File: src/rtl/ram_march_ctrl.sv
// ram_march_ctrl: March C- BIST initiator for a single-port RAM with synchronous
// write and combinational read. Drives the RAM pins, checks every read against
// the expected background and reports pass/fail with the first fault location.
// Latency: first operation the cycle after an accepted start, 10*N operation
// cycles back to back, done on the following cycle (or the cycle after a failing read).
// Backpressure: none; start is ignored while busy, status holds until the next start.
//
// Ports:
//   clk, rst          rising-edge clock shared with the RAM, synchronous active-high reset
//   start             begin a test (sampled only when not busy)
//   ram_write_en      registered RAM write enable
//   ram_addr          registered RAM address
//   ram_data_in       registered RAM write data
//   ram_data_out      RAM combinational read data of ram_addr
//   busy, done, pass  test status; pass is meaningful while done=1
//   fail_elem/addr/data  march element, address and read word of the first mismatch
module ram_march_ctrl #(
  parameter int ADDR_W = 3,
  parameter int DATA_W = 8
) (
  input  logic              clk,
  input  logic              rst,
  input  logic              start,
  output logic              ram_write_en,
  output logic [ADDR_W-1:0] ram_addr,
  output logic [DATA_W-1:0] ram_data_in,
  input  logic [DATA_W-1:0] ram_data_out,
  output logic              busy,
  output logic              done,
  output logic              pass,
  output logic [2:0]        fail_elem,
  output logic [ADDR_W-1:0] fail_addr,
  output logic [DATA_W-1:0] fail_data
);

  localparam logic [ADDR_W-1:0] ADDR_MAX = '1;
  localparam logic [DATA_W-1:0] BG_Z     = '0;
  localparam logic [DATA_W-1:0] BG_O     = '1;
  localparam logic [2:0]        ELEM_LAST = 3'd5;

  typedef enum logic [1:0] {
    IDLE = 2'd0,
    WR   = 2'd1,
    RD   = 2'd2,
    FIN  = 2'd3
  } state_t;

  state_t            state_q, state_d;
  logic [2:0]        elem_q, elem_d;
  logic [ADDR_W-1:0] addr_q, addr_d;
  logic              pass_q, pass_d;
  logic [2:0]        felem_q, felem_d;
  logic [ADDR_W-1:0] faddr_q, faddr_d;
  logic [DATA_W-1:0] fdata_q, fdata_d;
  logic              wen_d;
  logic [DATA_W-1:0] wdata_d;
  logic              mismatch;
  logic              at_last;
  logic [2:0]        elem_inc;

  // Elements M3..M5 walk the address space downwards.
  function automatic logic is_down(input logic [2:0] e);
    return (e >= 3'd3);
  endfunction

  function automatic logic [ADDR_W-1:0] first_addr(input logic [2:0] e);
    return is_down(e) ? ADDR_MAX : '0;
  endfunction

  function automatic logic [ADDR_W-1:0] next_addr(input logic [2:0] e,
                                                   input logic [ADDR_W-1:0] a);
    return is_down(e) ? (a - 1'b1) : (a + 1'b1);
  endfunction

  // Background written by each element: M1 and M3 write ones, others zeros.
  function automatic logic [DATA_W-1:0] wr_bg(input logic [2:0] e);
    return (e == 3'd1 || e == 3'd3) ? BG_O : BG_Z;
  endfunction

  // Background expected by each element's read: M2 and M4 expect ones.
  function automatic logic [DATA_W-1:0] rd_bg(input logic [2:0] e);
    return (e == 3'd2 || e == 3'd4) ? BG_O : BG_Z;
  endfunction

  // Terminal address is detected inclusively so the counter never wraps
  // into the next element.
  assign at_last  = is_down(elem_q) ? (addr_q == '0) : (addr_q == ADDR_MAX);
  assign elem_inc = elem_q + 3'd1;
  assign mismatch = (state_q == RD) && (ram_data_out != rd_bg(elem_q));

  always_comb begin
    state_d = state_q;
    elem_d  = elem_q;
    addr_d  = addr_q;
    pass_d  = pass_q;
    felem_d = felem_q;
    faddr_d = faddr_q;
    fdata_d = fdata_q;

    case (state_q)
      IDLE, FIN: begin
        if (start) begin
          state_d = WR;
          elem_d  = '0;
          addr_d  = '0;
          pass_d  = 1'b0;
          felem_d = '0;
          faddr_d = '0;
          fdata_d = '0;
        end
      end

      WR: begin
        if (at_last) begin
          // Every element after M0 opens with a read at its own start address.
          state_d = RD;
          elem_d  = elem_inc;
          addr_d  = first_addr(elem_inc);
        end else begin
          // M0 is write-only; M1..M4 read the next address before writing it.
          state_d = (elem_q == 3'd0) ? WR : RD;
          addr_d  = next_addr(elem_q, addr_q);
        end
      end

      RD: begin
        if (mismatch) begin
          state_d = FIN;
          pass_d  = 1'b0;
          felem_d = elem_q;
          faddr_d = addr_q;
          fdata_d = ram_data_out;
          elem_d  = '0;
          addr_d  = '0;
        end else if (elem_q == ELEM_LAST) begin
          if (at_last) begin
            state_d = FIN;
            pass_d  = 1'b1;
            elem_d  = '0;
            addr_d  = '0;
          end else begin
            addr_d = next_addr(elem_q, addr_q);
          end
        end else begin
          // Read-then-write on the same address.
          state_d = WR;
        end
      end

      default: begin
        state_d = IDLE;
        elem_d  = '0;
        addr_d  = '0;
      end
    endcase

    wen_d   = (state_d == WR);
    wdata_d = (state_d == WR) ? wr_bg(elem_d) : BG_Z;
  end

  always_ff @(posedge clk) begin
    if (rst) begin
      state_q      <= IDLE;
      elem_q       <= '0;
      addr_q       <= '0;
      pass_q       <= 1'b0;
      felem_q      <= '0;
      faddr_q      <= '0;
      fdata_q      <= '0;
      ram_write_en <= 1'b0;
      ram_data_in  <= '0;
    end else begin
      state_q      <= state_d;
      elem_q       <= elem_d;
      addr_q       <= addr_d;
      pass_q       <= pass_d;
      felem_q      <= felem_d;
      faddr_q      <= faddr_d;
      fdata_q      <= fdata_d;
      ram_write_en <= wen_d;
      ram_data_in  <= wdata_d;
    end
  end

  // The address counter is cleared whenever the test is not running, so it
  // doubles as the registered RAM address.
  assign ram_addr  = addr_q;
  assign busy      = (state_q == WR) || (state_q == RD);
  assign done      = (state_q == FIN);
  assign pass      = pass_q;
  assign fail_elem = felem_q;
  assign fail_addr = faddr_q;
  assign fail_data = fdata_q;

endmodule

File: config.mk
export PLATFORM = sky130hd
export DESIGN_NAME = ram_march_ctrl
export DESIGN_NICKNAME = d
export VERILOG_FILES = /design/src/rtl/ram_march_ctrl.sv
export SDC_FILE = /design/constraint.sdc
export NUM_CORES = 1
export LEC_CHECK = 0
export ABC_AREA = 1
export CAP_MARGIN = 20
export CELL_PAD_IN_SITES_DETAIL_PLACEMENT = 1
export CELL_PAD_IN_SITES_GLOBAL_PLACEMENT = 1
export CORE_MARGIN = 10
export CORE_UTILIZATION = 30
export DETAILED_ROUTE_END_ITERATION = 16
export PLACE_DENSITY_LB_ADDON = 0.1
export SYNTH_ARGS = -nofsm -noshare
export SYNTH_HDL_FRONTEND = slang
export SYNTH_SLANG_ARGS = --single-unit
File: constraint.sdc
create_clock -name clk -period 2.3 [get_ports clk]
set_input_delay 0.345 -clock clk [delete_from_list [all_inputs] [get_ports clk]]
set_output_delay 0.345 -clock clk [all_outputs]
set_load 0.02 [all_outputs]
==> run summary <==
The number of buffers on the longest clock path came out at 2. Counting cells, the worst reg-to-reg path comes to 13. The initial core utilization is roughly a third.

The number of flip-flops and latches in the synthesized netlist came out at 25. The total wire length is 4714 µm. The number of buffers added by the clock tree synthesis step is 3.

Counting flops with a built-in enable in the synthesized netlist gives 0. The maximum operating frequency is between 400 and 500 MHz. The cell count after placement is between 300 and 400. The die width came out at 91.48 µm.

The share of the clock period used by the worst path after layout came out at 91.85%. The worst-case IR drop observed on VDD is 0.2241 mV. The first global-routing pass estimated between 8000 and 9000 µm of wire.

The level count of the clock H-tree came out at 1. The non-filler instance count after layout came out at 331. The area of the die came out at 8368 µm². The detail-routed net length per standard cell is 14.24 µm. The max-cap check violation count came out at 0.

The primary flip-flop cell chosen by synthesis mapping is dfxtp_1. The critical-path maximum fanout is 6. The total overflow reported by the global router came out at 0. After routing, the total negative slack on setup checks comes to 0 ns.

In this run the remaining antenna-violating nets after routing total 0. In the routed layout, each cell is associated on average with a via count of 4.677. The endpoint type of the worst setup path is a flop.

Counting flops with an async set or reset pin after synthesis yields a share of 0%. The clock tree from TritonCTS is yes. The count of antenna diodes in the layout is 0. The total setup violations reported at the end of the flow came out at 0. The residual DRC count is 0.

The post-CTS setup buffer count came out at 0. For this run, the total global-route usage over all layers was measured as 11.48%. The layout overhead on the synthesized area came out at 33.80%.

Pin placement for this block handled 40 I/O pins. In the final layout, the share of cells above drive strength 1 is between 10% and 20%. The total via count in the routed design is about 1500. The hold violation total from the final report came out at 0.

The minimum clock period is 2.112 ns. The analysis attributes to cell leakage a power of 0.8397 nW. The die is 91.48 µm tall.

The commonest cells after synthesis are nand2_1, inv_1, nand3_1. The number of global-route vias before repair came out at 1665. The critical path is of the reg -> reg type. The flow ran to the end, and the final reports show no timing, DRC or antenna violations. STA classifies the critical path startpoint as a flop. The worst hold path cell count came out at 2.

The cell taking the most area after synthesis is dfxtp_1. The core region area is 4848 µm². The clock latency reported for the late side of the worst-skew pair came out at 0.27 ns. Entering global routing, the biggest net connects 21 pins. The net count after synthesis came out at 245. Routability-driven placement finished with a final weighted congestion of 0.8998.

Synthesis instantiated 27 different standard cells from the library. Among all cell types in the netlist, the one instantiated most often is nand2_1. The synthesized netlist cell count is around 220. Across all hold checks on the routed design, the worst slack comes to 0.4698 ns. The number of hold buffers added after cts came out at 0. The power per unit of standard cell area came out at around 570 nW/µm².

The total of warnings raised by yosys is 0. The number of clock sinks came out at 25. The worst setup skew after layout is 0.001902 ns.

STA puts the critical path data required time at 2.52 ns. In this run the core area contains 25 standard-cell rows. The cell sitting at the root of the clock tree is a clkbuf_8. The half-perimeter wire length after placement is 3832 µm. The area share of the largest cell type after synthesis is 32.65%. The net total in the final layout came out at 286. The mean instance size in the synthesized netlist came out at 6.843 µm².

The total of buffers placed on input and output ports came out at 39. The synthesized netlist occupies a cell area of approximately 1500 µm². The clock transition at the registers of the reported paths came out at roughly 0.10 ns. The initial antenna violation count is 0. The endpoint arrival time on the critical path is 2.33 ns.

The number of search-and-repair iterations in the first detailed-routing pass is 4. The actual transition at the worst max-transition pin came out at 0.2910 ns. The number of gates given a new drive strength after cts is 0. The number of pins with negative max-slew slack in the final report is 0. In this run, the number of DRC markers left after iteration 0 of detailed routing was 70. The worst max-slew margin expressed relative to the limit is 80.60%. The sequential fraction of the synthesis area came out at 32.65%. By area the synthesized netlist is led by dfxtp_1, nand2_1, nand3_1. Setup repair after global routing left no endpoint under its margin. In this run the worst hold path is classified as reg -> reg.
-- flip-flops by register name, summed over array words and instances, names as in the netlist --
| signal | cells |
|---|---|
| elem_q | 3 |
| fail_addr | 3 |
| fail_data | 8 |
| fail_elem | 3 |
| pass | 1 |
| ram_addr | 3 |
| ram_data_in | 1 |
| ram_write_en | 1 |
| state_q | 2 |
-- through the flow --
| stage | setup slack (ns) | util, % | power, mW | instance area (µm²) |
|---|---|---|---|---|
| 6_report | 0.1875 | 42.30 | 1.166 | 2051 |
| 3_5_place_dp | 0.1783 | 41.03 | 0.8917 | 1989 |
| 2_1_floorplan | 0.2390 | - | 0.7380 | 1533 |
| 3_3_place_gp | 0.2464 | 41.03 | 0.8878 | 1989 |
| 5_1_grt | 0.02620 | 42.30 | 1.249 | 2051 |
| 4_1_cts | 0.01387 | 42.04 | 1.185 | 2038 |
-- layout make-up --
type / instances / area [µm²]
sequential: 25 / 503.0
multi-input combinational: 155 / 828.3
clock buffer: 3 / 41.29
timing repair buffer: 49 / 467.9
fill: 635 / 2798
tap: 67 / 83.83
inverter: 31 / 118.9
clock inverter: 1 / 7.507
-- cells by family after synthesis --
family	after synthesis	share of synthesized area [%]
AO/OA/AOI/OAI	35	13.31
XOR/XNOR	1	0.5715
adder cells (fa/ha/maj)	10	8.653
buffers and inverters	44	13.80
flip-flops	25	32.65
AND/OR/NAND/NOR	109	31.02
-- metal layers --
metal  routed length (µm)  track usage (%)
met1                 2229            14.00
met2                 2181            19.37
met3                  274            3.457
met4                   29            2.350
met5                    0                0
-- path summary, 6_finish.rpt --
path	endpoint	startpoint	slack [ns]
min	fail_data[1]	fail_data[1]	0.47
max	ram_data_in[6]	elem_q[1]	0.19
min reg2reg	fail_data[1]	fail_data[1]	0.47
max reg2reg	ram_data_in[6]	elem_q[1]	0.19
-- where the power goes --
part	internal, mW	switching [mW]	total, mW	leakage (nW)
clock network	0.123	0.159	0.282	0.0217
registers	0.456	0.0193	0.475	0.203
logic	0.153	0.256	0.409	0.615
total	0.732	0.434	1.17	0.840
-- layout by cell type (no fill, tap or decap), drive strengths merged --
cell type and n:
dfxtp 25, nor2 21, and2 1, clkbuf 3, nand3 27, xor2 1, ha 9, o32ai 1
buf 10, a21oi 22, clkdlybuf4s50 38, fa 1, nand2 57, clkinvlp 1, dlymetal6s2s 1, a211oi 3
inv 31, a31o 1, o21ai 8, nand4 3
-- worst max-delay path: stages (launching register included) --
cell and delay, ns:
dfxtp_2 0.36, ha_1 0.19, ha_1 0.18, nor2_1 0.11, nand2_1 0.12, inv_2 0.09, nand2_2 0.07, nand2_2 0.07
inv_1 0.06, ha_1 0.28, o32ai_2 0.25, a31o_2 0.15, nand2_1 0.05, nor2_1 0.09
Note: power is estimated with default switching activity, not from simulation.
